===== src/rtl/mram_link_pkg.sv =====
// rtl/mram_link_pkg.sv - shared link widths, rw encoding and host FSM states
package mram_link_pkg;

   localparam int LINK_ADDR_W = 20;
   localparam int LINK_DATA_W = 16;

   localparam logic RW_READ  = 1'b0;
   localparam logic RW_WRITE = 1'b1;

   typedef enum logic [2:0] {
      IDLE,
      START,
      SHIFT,
      WAIT_WR,
      WAIT_RD,
      CAPTURE,
      RESP
   } link_state_e;

   function automatic int max3(input int a, input int b, input int c);
      int m;
      m = (a > b) ? a : b;
      return (m > c) ? m : c;
   endfunction

endpackage


===== src/rtl/mram_serial_host_if.sv =====
// rtl/mram_serial_host_if.sv - command/response handshake and serial link signals of the MRAM host
interface mram_serial_host_if #(
   parameter int ADDR_W = mram_link_pkg::LINK_ADDR_W,
   parameter int DATA_W = mram_link_pkg::LINK_DATA_W
);
   logic              cmd_valid;
   logic              cmd_ready;
   logic              cmd_rw;
   logic [ADDR_W-1:0] cmd_addr;
   logic [DATA_W-1:0] cmd_wdata;
   logic              rsp_valid;
   logic              rsp_ready;
   logic [DATA_W-1:0] rsp_rdata;
   logic              rsp_err;
   logic              busy;
   logic              link_start;
   logic              rw_sel;
   logic              addr_ser;
   logic              data_ser;
   logic              ser_data_in;

   modport master (
      output cmd_valid, cmd_rw, cmd_addr, cmd_wdata, rsp_ready, ser_data_in,
      input  cmd_ready, rsp_valid, rsp_rdata, rsp_err, busy,
             link_start, rw_sel, addr_ser, data_ser
   );

   modport slave (
      input  cmd_valid, cmd_rw, cmd_addr, cmd_wdata, rsp_ready, ser_data_in,
      output cmd_ready, rsp_valid, rsp_rdata, rsp_err, busy,
             link_start, rw_sel, addr_ser, data_ser
   );
endinterface


===== src/rtl/mram_link_shifter.sv =====
// rtl/mram_link_shifter.sv - loadable MSB-first shift register, parallel/serial in and out
module mram_link_shifter #(
   parameter int W = 16
) (
   input  logic         clk,
   input  logic         rst,
   input  logic         load_i,
   input  logic [W-1:0] load_data_i,
   input  logic         shift_i,
   input  logic         ser_i,
   output logic         ser_o,
   output logic [W-1:0] par_o
);
   logic [W-1:0] sh_q;

   always_ff @(posedge clk or posedge rst) begin
      if (rst) begin
         sh_q <= '0;
      end else if (load_i) begin
         sh_q <= load_data_i;
      end else if (shift_i) begin
         sh_q <= {sh_q[W-2:0], ser_i};
      end
   end

   assign ser_o = sh_q[W-1];
   assign par_o = sh_q;
endmodule


===== src/rtl/mram_serial_host.sv =====
// rtl/mram_serial_host.sv - MRAM serial link initiator: serialises commands, deserialises read data
// Optional MRAM_HOST_PARITY_EN adds a trailing even-parity bit to both the shift and capture phases.
module mram_serial_host #(
   parameter int ADDR_W  = mram_link_pkg::LINK_ADDR_W,
   parameter int DATA_W  = mram_link_pkg::LINK_DATA_W,
   parameter int WR_WAIT = 4,
   parameter int RD_LAT  = 6
) (
   input logic              clk,
   input logic              rst,
   mram_serial_host_if.slave bus
);
   import mram_link_pkg::*;

   localparam int CNT_W = $clog2(max3(ADDR_W, WR_WAIT, RD_LAT) + 1);
`ifdef MRAM_HOST_PARITY_EN
   localparam int SHIFT_LEN = ADDR_W + 1;
   localparam int CAP_LEN   = DATA_W + 1;
`else
   localparam int SHIFT_LEN = ADDR_W;
   localparam int CAP_LEN   = DATA_W;
`endif

   link_state_e       state_q, state_d;
   logic [CNT_W-1:0]  cnt_q, cnt_d;
   logic              rw_q;
   logic              en_q;
   logic              accept;
   logic              shift_go;
   logic              cap_go;
   logic [DATA_W-1:0] wdata_load;
   logic              addr_bit;
   logic              wdata_bit;
   logic [DATA_W-1:0] rdata;
   logic [ADDR_W-1:0] addr_par_unused;
   logic [DATA_W-1:0] wdata_par_unused;
   logic              rdata_msb_unused;

   // en_q keeps cmd_ready low while reset is held, so every output reads 0 in reset.
   assign accept     = (state_q == IDLE) && en_q && bus.cmd_valid;
   assign shift_go   = (state_q == SHIFT);
   assign cap_go     = (state_q == CAPTURE) && (cnt_q < CNT_W'(DATA_W));
   assign wdata_load = (bus.cmd_rw == RW_WRITE) ? bus.cmd_wdata : '0;

   always_ff @(posedge clk or posedge rst) begin
      if (rst) begin
         state_q <= IDLE;
         cnt_q   <= '0;
         rw_q    <= 1'b0;
         en_q    <= 1'b0;
      end else begin
         state_q <= state_d;
         cnt_q   <= cnt_d;
         en_q    <= 1'b1;
         if (accept) rw_q <= bus.cmd_rw;
      end
   end

   always_comb begin
      state_d = state_q;
      unique case (state_q)
         IDLE:    if (accept) state_d = START;
         START:   state_d = SHIFT;
         SHIFT:   if (cnt_q == CNT_W'(SHIFT_LEN - 1))
                     state_d = (rw_q == RW_WRITE) ? WAIT_WR : WAIT_RD;
         WAIT_WR: if (cnt_q == CNT_W'(WR_WAIT - 1)) state_d = RESP;
         WAIT_RD: if (cnt_q == CNT_W'(RD_LAT - 1)) state_d = CAPTURE;
         CAPTURE: if (cnt_q == CNT_W'(CAP_LEN - 1)) state_d = RESP;
         RESP:    if (bus.rsp_ready) state_d = IDLE;
         default: state_d = IDLE;
      endcase
      cnt_d = cnt_q + 1'b1;
      if ((state_d != state_q) || (state_q == IDLE) || (state_q == RESP)) cnt_d = '0;
   end

   mram_link_shifter #(.W(ADDR_W)) u_addr_sh (
      .clk(clk), .rst(rst), .load_i(accept), .load_data_i(bus.cmd_addr),
      .shift_i(shift_go), .ser_i(1'b0), .ser_o(addr_bit), .par_o(addr_par_unused)
   );

   // Zeros shift in behind the data word, giving the trailing zero bits of the frame for free.
   mram_link_shifter #(.W(DATA_W)) u_wdata_sh (
      .clk(clk), .rst(rst), .load_i(accept), .load_data_i(wdata_load),
      .shift_i(shift_go), .ser_i(1'b0), .ser_o(wdata_bit), .par_o(wdata_par_unused)
   );

   mram_link_shifter #(.W(DATA_W)) u_rdata_sh (
      .clk(clk), .rst(rst), .load_i(accept), .load_data_i('0),
      .shift_i(cap_go), .ser_i(bus.ser_data_in), .ser_o(rdata_msb_unused), .par_o(rdata)
   );

`ifdef MRAM_HOST_PARITY_EN
   logic par_q;
   logic err_q;

   always_ff @(posedge clk or posedge rst) begin
      if (rst) begin
         par_q <= 1'b0;
         err_q <= 1'b0;
      end else if (accept) begin
         par_q <= ^{bus.cmd_addr, wdata_load};
         err_q <= 1'b0;
      end else if ((state_q == CAPTURE) && (cnt_q == CNT_W'(DATA_W))) begin
         err_q <= bus.ser_data_in ^ (^rdata);
      end
   end

   assign bus.addr_ser = shift_go && ((cnt_q == CNT_W'(ADDR_W)) ? par_q : addr_bit);
   assign bus.rsp_err  = (state_q == RESP) && err_q;
`else
   assign bus.addr_ser = shift_go && addr_bit;
   assign bus.rsp_err  = 1'b0;
`endif

   assign bus.data_ser   = shift_go && wdata_bit;
   assign bus.cmd_ready  = (state_q == IDLE) && en_q;
   assign bus.busy       = (state_q != IDLE);
   assign bus.link_start = (state_q == START);
   assign bus.rw_sel     = (state_q != IDLE) && rw_q;
   assign bus.rsp_valid  = (state_q == RESP);
   assign bus.rsp_rdata  = (state_q == RESP) ? rdata : '0;
endmodule

===== src/flat_wrapper.sv =====
// flat-port wrapper written by rule: the top's interface ports become plain ports
module mram_serial_host_flat import mram_link_pkg::*;
#(
   parameter int ADDR_W  = mram_link_pkg::LINK_ADDR_W,
   parameter int DATA_W  = mram_link_pkg::LINK_DATA_W,
   parameter int WR_WAIT = 4,
   parameter int RD_LAT  = 6
)
  (clk, rst, bus_cmd_valid, bus_cmd_rw, bus_cmd_addr, bus_cmd_wdata, bus_rsp_ready, bus_ser_data_in, bus_cmd_ready, bus_rsp_valid, bus_rsp_rdata, bus_rsp_err, bus_busy, bus_link_start, bus_rw_sel, bus_addr_ser, bus_data_ser);
  mram_serial_host_if #(.ADDR_W(ADDR_W), .DATA_W(DATA_W)) bus_i ();
  input logic clk;
  input logic rst;
  input wire logic [$bits(bus_i.cmd_valid)-1:0] bus_cmd_valid;
  input wire logic [$bits(bus_i.cmd_rw)-1:0] bus_cmd_rw;
  input wire logic [$bits(bus_i.cmd_addr)-1:0] bus_cmd_addr;
  input wire logic [$bits(bus_i.cmd_wdata)-1:0] bus_cmd_wdata;
  input wire logic [$bits(bus_i.rsp_ready)-1:0] bus_rsp_ready;
  input wire logic [$bits(bus_i.ser_data_in)-1:0] bus_ser_data_in;
  output wire logic [$bits(bus_i.cmd_ready)-1:0] bus_cmd_ready;
  output wire logic [$bits(bus_i.rsp_valid)-1:0] bus_rsp_valid;
  output wire logic [$bits(bus_i.rsp_rdata)-1:0] bus_rsp_rdata;
  output wire logic [$bits(bus_i.rsp_err)-1:0] bus_rsp_err;
  output wire logic [$bits(bus_i.busy)-1:0] bus_busy;
  output wire logic [$bits(bus_i.link_start)-1:0] bus_link_start;
  output wire logic [$bits(bus_i.rw_sel)-1:0] bus_rw_sel;
  output wire logic [$bits(bus_i.addr_ser)-1:0] bus_addr_ser;
  output wire logic [$bits(bus_i.data_ser)-1:0] bus_data_ser;
  assign bus_i.cmd_valid = bus_cmd_valid;
  assign bus_i.cmd_rw = bus_cmd_rw;
  assign bus_i.cmd_addr = bus_cmd_addr;
  assign bus_i.cmd_wdata = bus_cmd_wdata;
  assign bus_i.rsp_ready = bus_rsp_ready;
  assign bus_i.ser_data_in = bus_ser_data_in;
  assign bus_cmd_ready = bus_i.cmd_ready;
  assign bus_rsp_valid = bus_i.rsp_valid;
  assign bus_rsp_rdata = bus_i.rsp_rdata;
  assign bus_rsp_err = bus_i.rsp_err;
  assign bus_busy = bus_i.busy;
  assign bus_link_start = bus_i.link_start;
  assign bus_rw_sel = bus_i.rw_sel;
  assign bus_addr_ser = bus_i.addr_ser;
  assign bus_data_ser = bus_i.data_ser;
  mram_serial_host #(.ADDR_W(ADDR_W), .DATA_W(DATA_W), .WR_WAIT(WR_WAIT), .RD_LAT(RD_LAT)) u_core (.clk(clk), .rst(rst), .bus(bus_i));
endmodule

===== config.mk =====
export PLATFORM = sky130hd
export DESIGN_NAME = mram_serial_host_flat
export DESIGN_NICKNAME = d
export VERILOG_FILES = /design/src/rtl/mram_link_pkg.sv /design/src/rtl/mram_serial_host_if.sv /design/src/rtl/mram_link_shifter.sv /design/src/rtl/mram_serial_host.sv /design/src/flat_wrapper.sv
export SDC_FILE = /design/constraint.sdc
export NUM_CORES = 1
export LEC_CHECK = 0
export ABC_AREA = 1
export CORE_MARGIN = 2
export CORE_UTILIZATION = 47
export DETAILED_ROUTE_END_ITERATION = 12
export GPL_TIMING_DRIVEN = 1
export PLACE_DENSITY = 0.81
export SYNTH_ARGS = -nofsm -noshare
export SYNTH_HDL_FRONTEND = slang
export SYNTH_HIERARCHICAL = 1
export SYNTH_SLANG_ARGS = --single-unit

===== constraint.sdc =====
create_clock -name clk -period 1.7 [get_ports clk]
set_clock_uncertainty 0.05 [all_clocks]
set_input_delay 0.34 -clock clk [delete_from_list [all_inputs] [get_ports clk]]
set_output_delay 0.34 -clock clk [all_outputs]
set_load 0.02 [all_outputs]

* Yosys cells after proc, flatten, opt, wreduce, memory -nomap -nowiden
Cells that the tools add are included.
** Storage, ports and cells
- Output and inout port bits :: 24
- Register bits :: 62
- Word-level logic and storage cells :: 49
- Input port bits :: 42
** Operators by class
- Add/subtract/negate cells :: 1
- Equal/unequal tests :: 11
- Order comparisons :: 1
- Reduce and logical (&&, ||, !) cells :: 12
- Multiplexer cells :: 17
** Operators by type and width (count)
- $mux W16 :: 6
- $mux W20 :: 2
- $mux W3 :: 7
- $pmux W3 S7 :: 1
- $eq A3 B3 Y1 const B :: 3
- $eq A3 B2 Y1 const B :: 2
- $logic_and A1 B1 Y1 :: 6
- $add A5 B1 Y5 const B :: 1
- $eq A5 B2 Y1 const B :: 1
- $eq A5 B3 Y1 const B :: 1
- $eq A5 B4 Y1 const B :: 1
- $eq A5 B5 Y1 const B :: 1
- $lt A5 B5 Y1 const B :: 1
- $mux W5 :: 1
- $reduce_bool A2 Y1 :: 2
- $eq A3 B1 Y1 const B :: 1
- $logic_not A3 Y1 :: 1
- $ne A3 B3 Y1 :: 1
- $reduce_bool A3 Y1 :: 1
- $logic_or A1 B1 Y1 :: 2

* Logic depth before layout (Yosys ltp)
Gate-level depths: netlist (run 1).
- Word-level depth :: 9
- Gate-level depth with buffers :: 12
- Gate-level depth less buffers :: 12

* By module
Netlist (run 1), hierarchy kept.
** Modules (own cells, without submodules)
- mram_link_shifter (u_core.u_rdata_sh ...) :: cells an instance 90, seq. area each 400.4 sq um, area each 773.2 sq um, times used 2
- mram_link_shifter (u_core.u_addr_sh) :: cells an instance 112, seq. area each 500.5 sq um, area each 939.7 sq um, times used 1
- mram_serial_host :: cells an instance 161, seq. area each 250.2 sq um, area each 925.9 sq um, times used 1

* Worst setup path before layout (run 1)
No wires, ideal clock.
- Path type :: reg2reg
- From :: reg u_core.state_q[1]
- To :: reg u_core.u_wdata_sh.sh_q[13], in the netlist u_core/u_wdata_sh/par_o[13]
- Arrival :: 1.519 ns
- Slack :: 0.006 ns
- Setup time :: 0.124 ns
- Required time :: 1.526 ns
- Buffers on the path :: 3
- Cell stages (with the launch flop) :: 10
- Clock period less this slack :: 1.694 ns
- Cell sequence :: dfrtp_1 -> buf_4 -> nor2_1 -> nand3_1 -> nor2_2 -> buf_6 -> inv_2 -> buf_6 -> nand3_1 -> nand3_1
** On the way
- Longest elaborated chain between the ends :: 4
- Elaborated cells between the ends (all ways) :: 6
- Classes of those cells :: eq/ne (1); mux (1); reduce/logical (4)
** RTL lines
- from (decl) :: line mram_serial_host.sv:24 : link_state_e state_q, state_d;
- from (signal assigned) :: line mram_serial_host.sv:52 : state_q <= state_d;
- $logic_not A3 Y1 (*) :: line mram_serial_host.sv:40 : assign accept = (state_q == IDLE) && en_q && bus.cmd_valid;
- $logic_and A1 B1 Y1 (*) (2 in series) :: line mram_serial_host.sv:40
- via u_core.accept :: line mram_serial_host.sv:28 : logic accept;
- $mux W16 or $reduce_bool A2 Y1 (tied branches)
- to (signal assigned) :: line mram_link_shifter.sv:20 : sh_q <= load_data_i;
- to (signal assigned) :: line mram_link_shifter.sv:22 : sh_q <= {sh_q[W-2:0], ser_i};
- to (decl) :: line mram_link_shifter.sv:14 : logic [W-1:0] sh_q;
The timed path passes the listed nets; every way through them passes the cells marked *.
A chain may end at the register's enable or synchronous reset.

* Worst setup path in the final report (run 1)
- From :: reg u_core.state_q[1]
- To :: reg u_core.u_addr_sh.sh_q[4], in the netlist u_core/u_addr_sh/par_o[4]
** On the way
- Longest elaborated chain between the ends :: 4
- Elaborated cells between the ends (all ways) :: 6
- Classes of those cells :: eq/ne (1); mux (1); reduce/logical (4)
** RTL lines (line)
- $logic_not A3 Y1 (*) :: mram_serial_host.sv:40
- $logic_and A1 B1 Y1 (*) (2 in series) :: mram_serial_host.sv:40
- via u_core.accept :: mram_serial_host.sv:28
- $mux W20 or $reduce_bool A2 Y1 (tied branches)
- to (signal assigned) :: mram_link_shifter.sv:20
- to (signal assigned) :: mram_link_shifter.sv:22
- to (decl) :: mram_link_shifter.sv:14
Marked as above.

==> impl_results.md, run 1 <==
* H-tree levels at 3
* Critical path arrival at just over 2000 ps
* Layout cell share with drive strength beyond 1 at about a third
* Post-Route WL at about 11 mm
* Final HPWL DP at 5.10 mm
* Cell count after synthesis at 451
* Placed Cells at 625
* Synthesized area at approximately 3400 um^2
* Layout Cells excl Fill at about 670
* Required time worst endpoint at roughly 1900 ps
* F_max at 529 MHz
* Ys Warns at 6
* Final WS setup at -191 ps
* Period Utilization, post-route at 111%
* Power per standard cell area at around 1500 nW/um^2
* Layout net count at 611
* Wire length per cell at between 15 and 20 um
* Clk_lat worst skew at ~340 ps
* Syn_area_per_cell at approximately 7.5 um^2
* Max cap viols at 0
* Die area at just under 8000 um^2
* Via/cell ratio at 5.33
* Vias in the first global route at roughly 2900
* Failing checks: negative setup slack
* Antenna viol nets, final at 0
* Initial antenna violation count at 0
* Fin. Hold Viols at 0
* ANT cells at 0
* Worst setup path endpoint: u_core/u_addr_sh/par_o[4]$_DFFE_PP0P_
* Max-slew violation count at 0
* Filler Cells Inserted at 460
* Maximum clock insertion buffer count at 2
* GP Congestion at ~0.94
* Largest net degree at the start of global routing at 42
* TritonCTS clock tree: done
* CTS Buf Count at 9
* First-pass GRT wire length at 13.0 mm
* GRT Util Overall at between 20% and 30%
* CTS Root Cell: clkbuf_8
* R2r endpoint: u_core/u_addr_sh/par_o[4]$_DFFE_PP0P_
* Critical path type: reg -> reg
* CTS Hold Bufs at 0
* Max FO, Critical Path at 5
* R2R depth at 10
* Outcome: finished with violations
* Clock Pin Slew Worst Setup and Hold Paths at 70 ps
* Pre-antenna DRT Iters at 5
* Setup violations, final at just over 80
* CP endpoint kind: flop
* P_leak at 2.69 nW
* Synthesis-to-finish area growth at 52.9%
* Crit path from: u_core/state_q[1]$_DFF_PP0_
* DRC at 0
* I/O pin total at 66
* Crit path launch type: flop
* CTS sink count at 62
* GR Overflow Total at 0
* Core area at just under 7000 um^2
* Die Wd at just under 90 um
* Starting Density at just under 50%
* R2R Path Start: u_core/state_q[1]$_DFF_PP0_
* Vias at ~3600
* Post-layout min period at roughly 1900 ps
* Post-place setup slack at -246 ps
* RSZ-0062 raised after global routing: true
* DRT iter0 DRCs at between 200 and 300
* Rows at 30
* R2r setup slk at -190 ps
* Worst hold path class: in -> async
* VDD IR max at between 0.8 and 0.9 mV
* Chip Height at approximately 89 um
* IO buf count at 64
[how the worst min path moves through the flow]
stage | from | endpoint | slack [ps] | cells past startpoint
finish | rst | u_core/rw_q$_DFFE_PP0P_ | 410 | 2
global route | rst | u_core/cnt_q[4]$_DFF_PP0_ | 440 | 2
CTS | rst | u_core/rw_q$_DFFE_PP0P_ | 400 | 2
detailed placement | u_core/u_addr_sh/par_o[5]$_DFFE_PP0P_ | u_core/u_addr_sh/par_o[5]$_DFFE_PP0P_ | 420 | 2
global placement | u_core/u_addr_sh/par_o[17]$_DFFE_PP0P_ | u_core/u_addr_sh/par_o[17]$_DFFE_PP0P_ | 410 | 2
floorplan | rst | u_core/cnt_q[0]$_DFF_PP0_ | 130 | 1
[critical path: stages (launching register included)]
cell and delay (ps):
dfrtp_2 490, buf_6 150, nor2_4 130, nand3_2 130, buf_6 150, nor2_4 150, buf_6 150, nor2_4 70
clkbuf_16 180, nand2_2 70, nand3_2 60
[repair_timing]
action	CTS	global route
setup buffers	12	9
endpoints found under the hold margin	0	0
cloned	3	5
gates resized for setup	145	127
setup endpoints to repair	81	82
pin swaps	7	14
[flip-flops by register name, indices dropped and copies added, names as in the netlist]
| register | count |
|---|---|
| u_core/cnt_q | 5 |
| u_core/u_rdata_sh/par_o | 16 |
| u_core/en_q | 1 |
| u_core/u_addr_sh/par_o | 20 |
| u_core/u_wdata_sh/par_o | 16 |
| u_core/state_q | 3 |
| u_core/rw_q | 1 |
[cell usage in the layout, fill, tap and decap left out, types with 2 or more instances in the layout]
cell / n
inv_4: 3
nand3_1: 79
dfrtp_2: 3
buf_4: 36
nand2_2: 21
nor2_2: 9
nand3_4: 5
nor2_8: 2
nor3_2: 2
nand2_4: 13
clkinv_2: 3
buf_6: 23
nand3_2: 35
nor2_1: 18
nand4_1: 2
inv_2: 3
inv_1: 47
ha_2: 2
conb_1: 20
buf_8: 2
buf_12: 4
clkbuf_8: 11
clkbuf_16: 2
nand2_1: 103
dfrtp_1: 59
nor2_4: 12
clkdlybuf4s50_1: 41
[power breakdown]
group | internal [mW] | switching [mW]
logic | 1.73 | 2.30
registers | 2.08 | 0.560
clock network | 0.750 | 0.571
total | 4.56 | 3.43
[through the flow]
| stage | cell area, um^2 | power, mW | utilization [%] | setup TNS, ps | hold WS, ps |
|---|---|---|---|---|---|
| 6_report | 5190 | 7.99 | 75.2 | -9420 | 409 |
| 5_1_grt | 5190 | 8.35 | 75.2 | -11410 | 437 |
| 4_1_cts | 4600 | 6.66 | 66.6 | -2420 | 395 |
| 3_5_place_dp | 4230 | 5.03 | 61.3 | -11140 | 419 |
| 3_3_place_gp | 4230 | 4.92 | 61.3 | -6890 | 413 |
| 2_1_floorplan | 3460 | 4.31 | - | 0 | 130 |
[final cells by class]
type | instances | area [um^2] | area share [%]
repair buffers | 109 | 1100 | 21.3
clock inverters | 4 | 45.0 | 0.867
inverters | 55 | 224 | 4.31
multi-input cells | 329 | 1990 | 38.3
well taps | 96 | 120 | 2.31
flip-flops and latches | 62 | 1560 | 29.9
clock buffers | 12 | 155 | 2.99
[metal layers]
layer | vias to the layer above | GRT usage (%) | wire [um]
met1 | 1663 | 25.9 | 4010
met4 | 0 | 10.0 | 367
met3 | 42 | 5.17 | 797
met2 | 215 | 35.5 | 5420
met5 | - | 0 | 0
li1 | 1638 | - | -
No activity file was read; power rests on OpenSTA's default activity.
==> run 2: changes to the inputs <==
--- a/config.mk
+++ b/config.mk
@@ -5,9 +5,10 @@
 export SDC_FILE = /design/constraint.sdc
 export NUM_CORES = 1
 export LEC_CHECK = 0
-export ABC_AREA = 1
+export CELL_PAD_IN_SITES_DETAIL_PLACEMENT = 1
+export CELL_PAD_IN_SITES_GLOBAL_PLACEMENT = 2
 export CORE_MARGIN = 2
-export CORE_UTILIZATION = 47
+export CORE_UTILIZATION = 29
 export DETAILED_ROUTE_END_ITERATION = 12
 export GPL_TIMING_DRIVEN = 1
 export PLACE_DENSITY = 0.81
==> run 2 against run 1 <==
Effect of this change: the flow still finishes with violations (negative setup slack); global-route usage decreased by 8.3 points; combinational power increased by 5.2%; cell count decreased by 10%; largest cell class unchanged; critical endpoint is now bus_rw_sel; flip-flop and latch count unchanged; highest routed layer unchanged; count of clock-buffer cells in the layout increased by 1; first-iteration DRC count decreased by 77%; synthesized cell count decreased by 25%.
==> impl_results.md, run 2 <==
* Outcome: finished with violations
* Failing checks: negative setup slack
* DRC at 0 (unchanged)
* Pre-antenna DRT Iters at 4 (-1)
* Critical path arrival at 1370 ps (-690 ps)
* Largest stage delay, worst path at 400 ps (-90 ps)
* Max FO, Critical Path at 3 (-2)
* R2r endpoint: u_core/u_wdata_sh/par_o[7]$_DFFE_PP0P_
* Setup violations, final at 11 (-86%)
* Syn_area_per_cell at 9.88 um^2 (+31%)
* Final HPWL DP at 5.32 mm (+4.3%)
* Sw power at 3.02 mW (-12%)
* Worst hold path class: in -> async
* Synthesized area at 3320 um^2 (-2.2%)
* CTS sink count at 62 (unchanged)
* Required time worst endpoint at 1310 ps (-560 ps)
* CTS Root Cell: clkbuf_16
* Number of flip-flops under the largest register name at 20 (unchanged)
* First-pass GRT wire length at 13.1 mm (+0.59%)
* Logic pwr share at 48.7% (-1.7 points)
* Maximum clock insertion buffer count at 2 (unchanged)
* ANT cells at 0 (unchanged)
* Starting Density at 29.5% (-20 points)
* Clock share of power at 19.3% (+2.8 points)
* Clk_lat worst skew at 310 ps (-30 ps)
* CP endpoint kind: output pin
* CP most frequent cell: buf_6
* Die Wd at 111 um (+25%)
* Max-slew violation count at 0 (unchanged)
* Rows at 39 (+30%)
* Antenna viol nets, final at 0 (unchanged)
* Crit path launch type: flop
* Slowest CP cell: dfrtp_1
* Synthesis-to-finish area growth at 53.5%
* R2R Path Start: u_core/state_q[2]$_DFF_PP0_
* Post-place setup slack at -263 ps (-16.6 ps)
* Crit path cell chain: buf_6 -> nor3_4 -> and2b_2 -> buf_6
* Hold slack final at 415 ps (+5.99 ps)
* Crit-path leading delay family: flip-flops
* Cell count after synthesis at 336 (-25%)
* Power per standard cell area at 1710 nW/um^2 (+11%)
* Via/cell ratio at 4.55 (-15%)
* IO buf count at 64 (unchanged)
* Filler Cells Inserted at 1248 (+170%)
* Die area at 12300 um^2 (+56%)
* Wire length per cell at 14.6 um (-8.0%)
* TritonCTS clock tree: done
* Fin. Hold Viols at 0 (unchanged)
* Post-layout util at 45.2% (-30 points)
* F_max at 570 MHz (+7.7%)
* GRT Util Overall at 13.0% (-8.3 points)
* GR Overflow Total at 0 (unchanged)
* I/O pin total at 66 (unchanged)
* CTS Buf Count at 9 (unchanged)
* R2R depth at 7 (-3)
* Vias in the first global route at 2713 (-5.6%)
* Setup TNS at -240 ps (+9180 ps)
* VDD IR max at 0.575 mV (-32%)
* Sequential share of power at 32.0% (-1.1 points)
* Largest net degree at the start of global routing at 55 (+31%)
* Period Utilization, post-route at 103% (-7.9 points)
* Clock Pin Slew Worst Setup and Hold Paths at 50 ps (-20 ps)
* RSZ-0062 raised after global routing: true
* P_leak at 2.24 nW (-17%)
* DRT iter0 DRCs at 67 (-77%)
* Switching Fraction at 34.8% (-8.2 points)
* Chip Height at 111 um (+25%)
* Initial antenna violation count at 0 (unchanged)
* Layout cell share with drive strength beyond 1 at 28.1% (-6.2 points)
* Bufs and invs on worst path at 2 (-2)
* R2r setup slk at -20 ps (+170 ps)
* Most frequent cells in the layout: 60 x dfrtp_1, 55 x nand2_1, 48 x o21ai_1
* Layout net count at 497 (-19%)
* H-tree levels at 3 (unchanged)
* GP Congestion at 0.746 (-21%)
* Int Pwr at 5.67 mW (+24%)
* Critical path type: reg -> out
* Final WS setup at -55.8 ps (+135 ps)
* Post-Route WL at 8.74 mm (-18%)
* Post-layout min period at 1760 ps (-135 ps)
* Vias at 2721 (-24%)
* Max cap viols at 0 (unchanged)
* Core area at 11300 um^2 (+63%)
* Ys Warns at 6 (unchanged)
* Commonest non-fill, non-tap cell in the layout: dfrtp_1
## run 2: how the worst max path moves through the flow
stage / from / endpoint / slack (ps) / cells past startpoint
final: u_core/state_q[1]$_DFF_PP0_ / bus_rw_sel / -60 / 4
after global placement: u_core/state_q[2]$_DFF_PP0_ / bus_data_ser / -240 / 4
after CTS: u_core/state_q[2]$_DFF_PP0_ / bus_link_start / -80 / 3
after global routing: u_core/state_q[1]$_DFF_PP0_ / u_core/u_wdata_sh/par_o[7]$_DFFE_PP0P_ / -130 / 8
after floorplan: u_core/state_q[1]$_DFF_PP0_ / u_core/u_rdata_sh/par_o[0]$_DFFE_PP0P_ / 40 / 7
after detailed placement: u_core/state_q[2]$_DFF_PP0_ / bus_data_ser / -260 / 4
## run 2: repair_timing
item / CTS / global route
gates cloned: 1 / 7
resized for setup: 127 / 80
setup buffers: 1 / 12
setup endpoints to repair: 45 / 81
pin swaps: 4 / 16
hold buffers: 0 / 0
## run 2: layout make-up
type                    count  area [um^2]  share of cell area [%]
repair buffers            110         1220                    23.9
well taps                 143          179                    3.51
inverters                  10         46.3                   0.908
clock buffers              13          270                    5.30
multi-input cells         259         1820                    35.8
clock inverters             1         5.00                  0.0982
flip-flops and latches     62         1550                    30.5
## run 2: layer usage
layer,vias up,global-route usage (%),wire [um]
met5,-,0,0
met4,0,4.25,48
met3,2,2.84,215
met2,39,22.4,4610
met1,1330,16.2,3860
li1,1350,-,-
## run 2: per-stage QoR
stage                     total power, mW  instances  instance area (um^2)
final                                8.69        598                  5100
after global routing                 9.35        598                  5100
after CTS                            7.70        579                  4590
after detailed placement             5.83        563                  4290
after global placement               5.69        563                  4290
after floorplan                      4.93        354                  3390
## run 2: power groups by stage
stage               clock network, mW  registers, mW  logic (mW)
finish                           1.68           2.78        4.24
floorplan                           0           2.56        2.37
global route                     1.80           2.88        4.67
detailed placement                  0           2.71        3.12
CTS                              1.73           2.70        3.26
global placement                    0           2.67        3.02
==> run 3: changes to the inputs <==
==> constraint.sdc (replaced) <==
create_clock -name clk -period 1.7 [get_ports clk]
set_clock_uncertainty 0.05 [all_clocks]
set_input_delay 0.34 -clock clk [delete_from_list [all_inputs] [get_ports clk]]
set_output_delay 0.34 -clock clk [all_outputs]
set_load 0.1 [all_outputs]
==> run 3 against run 2 <==
Effect of this change: the flow still finishes with violations (negative setup slack); total power is 32% higher; setup slack got worse by 150 ps; design area is 20% higher; critical path depth is the same; sequential share of layout area decreased by 5.0 points; register-to-register slack worse by 170 ps; first-iteration DRC count decreased by 37%; wire length up 33%; die area is the same; via count up 9.9%; largest power group unchanged.
==> impl_results.md, run 3 (synthesized netlist as in run 2, its figures left out) <==
* TritonCTS clock tree: done
* Logic pwr share at 56.3% (+7.6 points)
* Setup violations, final at 64 (+53)
* Via/cell ratio at 4.82 (+5.9%)
* VDD IR max at 0.694 mV (+21%)
* CTS sink count at 62 (unchanged)
* Maximum clock insertion buffer count at 2 (unchanged)
* CTS Hold Bufs at 0 (unchanged)
* Die area at 12300 um^2 (unchanged)
* CTS Buf Count at 9 (unchanged)
* CTS Root Cell: clkbuf_16
* GP Congestion at 0.747 (+0.23%)
* Sw power at 4.56 mW (+51%)
* Sequential share of power at 25.9% (-6.1 points)
* Wire length per cell at 18.7 um (+28%)
* Crit path launch type: flop
* Crit-path leading delay family: simple AND/OR/NAND/NOR gates
* R2R Path Start: u_core/state_q[2]$_DFF_PP0_
* Clock share of power at 17.8% (-1.5 points)
* GR Overflow Total at 0 (unchanged)
* Max cap viols at 0 (unchanged)
* Power per standard cell area at 1880 nW/um^2 (+10%)
* Starting Density at 29.5% (unchanged)
* Number of flip-flops under the largest register name at 20 (unchanged)
* Crit path from: u_core/state_q[2]$_DFF_PP0_
* Bufs and invs on worst path at 2 (unchanged)
* Post-layout min period at 1910 ps (+151 ps)
* Layout cell share with drive strength beyond 1 at 47.3% (+19 points)
* DRC at 0 (unchanged)
* Worst hold path class: in -> async
* Most frequent cells in the layout: 58 x dfrtp_1, 41 x clkdlybuf4s50_1, 39 x mux2i_1
* Setup TNS at -6020 ps (-5780 ps)
* Initial antenna violation count at 0 (unchanged)
* Design area at 6110 um^2 (+20%)
* Slowest CP cell: dfrtp_2
* Rows at 39 (unchanged)
* Antenna viol nets, final at 0 (unchanged)
* Placed Area at 4530 um^2 (+5.5%)
* Int Pwr at 6.92 mW (+22%)
* Post-Route WL at 11.6 mm (+33%)
* Critical path arrival at 1520 ps (+150 ps)
* Layout net count at 518 (+4.2%)
* Placed Cells at 558 (-0.89%)
* GRT Util Overall at 14.6% (+1.6 points)
* ANT cells at 0 (unchanged)
* Largest net degree at the start of global routing at 48 (-13%)
* Chip Height at 111 um (unchanged)
* Largest stage delay, worst path at 440 ps (+40 ps)
* Required time worst endpoint at 1310 ps (about the same)
* Clk_lat worst skew at 340 ps (+30 ps)
* RSZ-0062 raised after global routing: true
* Pre-antenna DRT Iters at 4 (unchanged)
* Max FO, Critical Path at 4 (+1)
* Commonest non-fill, non-tap cell in the layout: dfrtp_1
* Switching Fraction at 39.7% (+5.0 points)
* H-tree levels at 3 (unchanged)
* Die Wd at 111 um (unchanged)
* CP endpoint kind: output pin
* Crit path cell chain: nor3_4 -> buf_6 -> and2b_2 -> buf_12
* Max-slew violation count at 0 (unchanged)
* First-pass GRT wire length at 14.4 mm (+10%)
* Failing checks: negative setup slack
* Pwr Total at 11.5 mW (+32%)
* Outcome: finished with violations
* Layout Cells excl Fill at 621 (+3.8%)
* Vias at 2991 (+9.9%)
* Critical path type: reg -> out
* Final WS setup at -207 ps (-151 ps)
* IO buf count at 64 (unchanged)
* Core area at 11300 um^2 (unchanged)
* F_max at 524 MHz (-7.9%)
* DRT iter0 DRCs at 42 (-37%)
* Final HPWL DP at 5.55 mm (+4.3%)
* P_leak at 2.65 nW (+18%)
* Clock Pin Slew Worst Setup and Hold Paths at 60 ps (about the same)
* Fin. Hold Viols at 0 (unchanged)
* I/O pin total at 66 (unchanged)
* Vias in the first global route at 2982 (+9.9%)
* Period Utilization, post-route at 112% (+8.9 points)
* Synthesis-to-finish area growth at 83.9%
==> run 3: cell types whose count changed in the layout (fill, tap and decap cells not counted), moves of 6 or more <==
cell	delta
o21ai_1	-35
o21ai_2	+34
buf_12	+27
nand2_1	-22
nand2_2	+13
nand2_4	+9
mux2i_4	+8
and2_1	-7
and2_4	+7
buf_6	-6
clkbuf_16	+6
mux2i_1	-6
==> run 3: cell type report <==
type	count	area (um^2)
inverter	10	51.3
sequential	62	1560
multi-input combinational	259	2190
tap	143	179
clock inverter	6	85.1
fill	1149	5160
clock buffer	10	239
timing repair buffer	131	1810
==> run 3: worst paths after layout <==
| path | end | slack (ps) | cells after the start |
|---|---|---|---|
| max reg2reg | u_core/u_wdata_sh/par_o[3]$_DFFE_PP0P_ | -190 | 9 |
| min in group clk | u_core/u_addr_sh/par_o[9]$_DFFE_PP0P_ | 500 | 2 |
| min | u_core/u_wdata_sh/par_o[2]$_DFFE_PP0P_ | 410 | 3 |
| max in group asynchronous | u_core/state_q[2]$_DFF_PP0_ | 830 | 2 |
| max | bus_rw_sel | -210 | 4 |
| min reg2reg | u_core/u_addr_sh/par_o[9]$_DFFE_PP0P_ | 500 | 2 |
==> run 3: power by group through the flow <==
stage | logic [mW] | registers, mW | clock network [mW]
CTS | 4.41 | 2.76 | 2.04
global placement | 3.84 | 2.69 | 0
finish | 6.46 | 2.98 | 2.04
detailed placement | 3.99 | 2.74 | 0
floorplan | 3.04 | 2.57 | 0
global route | 6.81 | 3.06 | 2.14
==> run 3: what timing repair did <==
item                       CTS  global route
setup endpoints to repair   30            81
setup buffers               11            16
gates resized for setup     33           132
pin swaps                   12            46
gates cloned                 1            19
hold endpoints to repair     0             0
==> run 3: worst min-delay path: stages <==
cell	delay (ps)
clkdlybuf4s50_1	490
inv_1	90
buf_4	240
==> run 3: layer usage <==
| metal | part of all wire, % | global-route usage, % |
|---|---|---|
| met5 | 0 | 0 |
| met2 | 56 | 26.2 |
| met1 | 39 | 16.2 |
| met4 | 1.8 | 7.50 |
| met3 | 3.0 | 3.17 |
==> run 3: metrics by stage <==
step | setup WS (ps) | hold WS (ps) | utilization (%)
2_1_floorplan | -109 | 130 | -
3_3_place_gp | 30.4 | 471 | 40.2
3_5_place_dp | -38.5 | 490 | 40.2
4_1_cts | -228 | 416 | 44.9
5_1_grt | -263 | 445 | 54.2
6_report | -207 | 409 | 54.2
